<file path="config.mk">
export PLATFORM = sky130hd
export DESIGN_NAME = pc_fetch
export DESIGN_NICKNAME = d
export VERILOG_FILES = /design/src/rtl/pc_fetch_pkg.sv /design/src/rtl/pc_fetch.sv
export SDC_FILE = /design/constraint.sdc
export NUM_CORES = 1
export LEC_CHECK = 0
export ABC_AREA = 1
export CORE_MARGIN = 4
export CORE_UTILIZATION = 30
export DETAILED_ROUTE_END_ITERATION = 7
export PLACE_DENSITY_LB_ADDON = 0.25
export SLEW_MARGIN = 20
export SYNTH_ARGS = -nofsm -noshare
export SYNTH_HDL_FRONTEND = slang
export SYNTH_SLANG_ARGS = --single-unit
</file>
<file path="constraint.sdc">
create_clock -name clk -period 2.1 [get_ports clk]
set_clock_uncertainty 0.1 [all_clocks]
set_input_delay 0.42 -clock clk [delete_from_list [all_inputs] [get_ports clk]]
set_output_delay 0.42 -clock clk [all_outputs]
set_load 0.01 [all_outputs]
</file>
<file path="src/rtl/pc_fetch_pkg.sv">
// Shared types and constants for the program-counter / instruction-fetch unit.
package pc_fetch_pkg;

    localparam int PC_WIDTH = 32;
    localparam logic [PC_WIDTH-1:0] PC_STEP = 32'd4;

    typedef enum logic [1:0] {
        FETCH  = 2'd0,
        ISSUE  = 2'd1,
        HALTED = 2'd2
    } state_e;

endpackage

</file>
<file path="src/rtl/pc_fetch.sv">
// Architectural PC plus fetch/issue handshake: fetch a word, buffer it, hand it to
// the cores, then load the jump-select stage's next_pc.
module pc_fetch
    import pc_fetch_pkg::*;
#(
    parameter logic [PC_WIDTH-1:0] RESET_PC = 32'h0000_0000
) (
    input  logic                clk,
    input  logic                reset,
    input  logic [PC_WIDTH-1:0] next_pc,
    output logic [PC_WIDTH-1:0] pc,
    output logic [PC_WIDTH-1:0] pc_plus4,
    output logic                imem_req,
    output logic [PC_WIDTH-1:0] imem_addr,
    input  logic                imem_ready,
    input  logic [31:0]         imem_rdata,
    output logic [31:0]         instr,
    output logic                instr_valid,
    input  logic                instr_ready,
    input  logic                stall,
    input  logic                halt,
    output logic                halted,
    output logic                misaligned,
    output logic [31:0]         issue_count
);

    state_e              state_q, state_d;
    logic [PC_WIDTH-1:0] pc_q, pc_d;
    logic [31:0]         instr_q, instr_d;
    logic                misaligned_q, misaligned_d;
    logic [31:0]         count_q, count_d;

    // NOTE: every signal driven here gets a default before the case, so no path
    // leaves it unassigned and no latch is inferred.
    always_comb begin
        state_d      = state_q;
        pc_d         = pc_q;
        instr_d      = instr_q;
        misaligned_d = misaligned_q;
        count_d      = count_q;
        imem_req     = 1'b0;
        instr_valid  = 1'b0;

        // stall masks req/valid, which in turn suppresses every state update below
        unique case (state_q)
            FETCH: begin
                imem_req = ~stall & ~reset;
                if (imem_req && imem_ready) begin
                    instr_d = imem_rdata;
                    state_d = ISSUE;
                end
            end
            ISSUE: begin
                instr_valid = ~stall;
                if (instr_valid && instr_ready) begin
                    pc_d    = {next_pc[PC_WIDTH-1:2], 2'b00};
                    count_d = count_q + 32'd1;
                    if (next_pc[1:0] != 2'b00) begin
                        misaligned_d = 1'b1;
                    end
                    state_d = halt ? HALTED : FETCH;
                end
            end
            HALTED: begin
                state_d = HALTED;
            end
            default: begin
                state_d = FETCH;
            end
        endcase
    end

    // NOTE: sequential state uses non-blocking assignments so every register
    // samples the pre-edge values of the others.
    always_ff @(posedge clk) begin
        if (reset) begin
            state_q      <= FETCH;
            pc_q         <= RESET_PC;
            instr_q      <= '0;
            misaligned_q <= 1'b0;
            count_q      <= '0;
        end else begin
            state_q      <= state_d;
            pc_q         <= pc_d;
            instr_q      <= instr_d;
            misaligned_q <= misaligned_d;
            count_q      <= count_d;
        end
    end

    assign pc          = pc_q;
    assign pc_plus4    = pc_q + PC_STEP;
    assign imem_addr   = pc_q;
    assign instr       = instr_q;
    assign halted      = (state_q == HALTED);
    assign misaligned  = misaligned_q;
    assign issue_count = count_q;

endmodule

</file>
==> results.yml <==
setup_path:
  max_stage_delay_ps: 370
  crit_slowest_cell: "dfxtp_4"
  cp-end-kind: "primary output"
  r2r_start: "issue_count[1]"
  cpLargestDelayFamily: "simple AND/OR/NAND/NOR gates"
  required_ps: 1580
  crit_start: "imem_addr[3]"
  critPathBufInv: 1
  crit_path_cell_trace: "ha_4 -> nand2_2 -> nor2_4 -> nand2_4 -> nor2_8 -> nand3_4 -> nor2_2 -> xor2_1 -> buf_2"
  crit_arrival_ps: 1770
  startpoint_type: "flip-flop"
  critical_path_class: "flip-flop to primary output"
  crit_fanout: 4
logic_synthesis:
  ys_seq_area_frac: 0.377
  syn_avg_cell_area_sq_um: 7.12
  synthAdderAreaFrac: 0.00485
  synth_mux_area_frac: 0
  netlist.top_cell.by_area: "dfxtp_1"
  synth-xor-area-share: 0.0493
  synth_top_family_by_area: "simple AND/OR/NAND/NOR gates"
  synth_area_leaders: "dfxtp_1 38%, nor2_1 7.9%, nand2_1 7.4%"
  synth_compound_area_frac: 0.138
  yosysUniqueCellTypes: 36
  ys_seq_elements: 97
  synth_largest_type_area_fraction: 0.377
  synth_simple_gate_area_frac: 0.291
  syn_inst: 724
  syn_area_sq_um: 5160
  yosys_warnings: 0
run_status:
  violations: "setup timing"
  status: "finished with violations"
clock_network:
  ctsHoldBuffers: 0
  cts_buffers: 9
  cts.sinks: 97
  clk_latency_ps: 350
  h-tree-depth: 3
  cts_tree: "done"
  clk_path_buf_depth: 2
  clock-root-buffer: "clkbuf_16"
  path_clk_slew_ps: 70
route:
  drt.antenna.violating_nets: 0
  dr.pass1.iters: 4
  via_count: 5460
  vias_per_cell: 4.48
  wirelength_microns: 17500
  routedWlPerCell_microns: 14.3
  post-route-drc-count: 0
  drt_iter0_markers: 196
layout:
  fin_util: 0.512
  layout_common_cells: "195 x clkdlybuf4s50_1, 97 x nor2_1, 86 x nand2_1"
  nFillCells: 1673
  diodes: 0
  nNetsFinal: 1067
  final_common_cell: "clkdlybuf4s50_1"
  area_growth_pct: 65.7
  drive_gt1_frac: 0.243
placed_design:
  dp_hpwl_microns: 13400
  place_congestion: 0.853
  port_buffers: 227
global_route:
  grt_start_max_net_pins: 66
  grt_pass1_wl_microns: 27300
  overflow: 0
  antenna_found_initial: 0
  grtUsageTotal: 0.175
  grt_pass1_vias: 5129
floorplanning:
  die-area_sq_um: 19300
  rows: 47
  core_area_sq_um: 16700
  die_w_microns: 139
  ios: 234
  initial_core_util: 0.309
  die_h_microns: 139
timing:
  fmax_mhz: 437
  finalSetupViolations: 21
  worst_slack_ps: -187
  slew_viol_final: 0
  min_period_over_period: 1.09
  final.setup.tns_ps: -2010
  min_period_ps: 2290
  finalHoldViolations: 0
  rsz0062_at_grt: "yes"
hold_path:
  hp-class: "flip-flop to flip-flop"
  hold_start: "instr[11]"
power:
  vdd_ir_drop_max_v: 0.000340
  powerDensity_nw_per_um2: 471
  p_leak_uw: 0.00352
flow_run:
  drv_cap: 0
==> through the flow <==
stage	instances	hold WS (ps)	instance area [sq um]	setup WS [ps]	power [uW]
final	1220	341	8540	-187	4020
after global routing	1220	355	8540	-297	4220
after CTS	1212	344	8320	-272	4090
after detailed placement	1187	334	7920	-291	2480
after global placement	1187	329	7920	-294	2480
after floorplan	729	367	5170	72.4	2160
==> metal layers <==
metal,vias to the layer above,global-route usage,wire length [microns]
li1,2816,-,-
met2,174,0.302,8380
met4,0,0.0371,302
met5,-,0,0
met1,2448,0.210,7560
met3,22,0.0641,1260
==> logic make-up (layout without fill, tap and decap cells) <==
logic type | Yosys count | in the layout
simple gates | 307 | 307
buf+inv | 149 | 420
compound gates | 139 | 139
flops | 97 | 97
xor+xnor | 29 | 29
fa+ha+maj | 2 | 2
other cells | 1 | 6
==> worst register-to-register path: cells and delay by family (launching register included) <==
family	cells	cell delay, ps
simple gates	6	660
fa+ha+maj	1	230
flops	1	410
buf+inv	1	130
==> report_power, final <==
| group | switching [uW] | internal, uW |
|---|---|---|
| clock | 746 | 844 |
| combinational | 216 | 303 |
| sequential | 30.9 | 1880 |
==> Yosys cell counts (all sizes together) <==
master,instances
a21oi,58
a31oi,1
buf,47
clkbuf,14
conb,1
dfxtp,97
ha,2
inv,88
nand2,107
nand3,29
nand3b,1
nand4,19
nor2,130
nor3,18
nor3b,2
nor4,1
o21a,1
o21ai,76
o21ba,1
o21bai,2
xnor2,9
xor2,20
==> registers in the layout, indices dropped and copies added (netlist names) <==
name	cells
state_q	2
issue_count	32
instr	32
misaligned	1
imem_addr	30
==> worst paths after layout <==
path                endpoint  slack [ps]  cells past startpoint
max             pc_plus4[22]        -190                      9
min                instr[11]         340                      2
max reg2reg  issue_count[20]         470                      8
min reg2reg        instr[11]         340                      2
==> cell type report <==
| type | count | area, sq um | area share |
|---|---|---|---|
| inverters | 88 | 333 | 0.0390 |
| clock inverters | 5 | 38.8 | 0.00454 |
| clock buffers | 11 | 243 | 0.0284 |
| well taps | 220 | 275 | 0.0322 |
| flip-flops and latches | 97 | 1980 | 0.231 |
| repair buffers | 316 | 2890 | 0.338 |
| multi-input cells | 483 | 2790 | 0.327 |
==> what timing repair did <==
item	in CTS	in global routing
buffers inserted	9	8
pin swaps	20	22
endpoints found under the setup margin	31	29
gates cloned	0	0
gates resized for setup	148	67
Power figures use the tool's default switching activity.
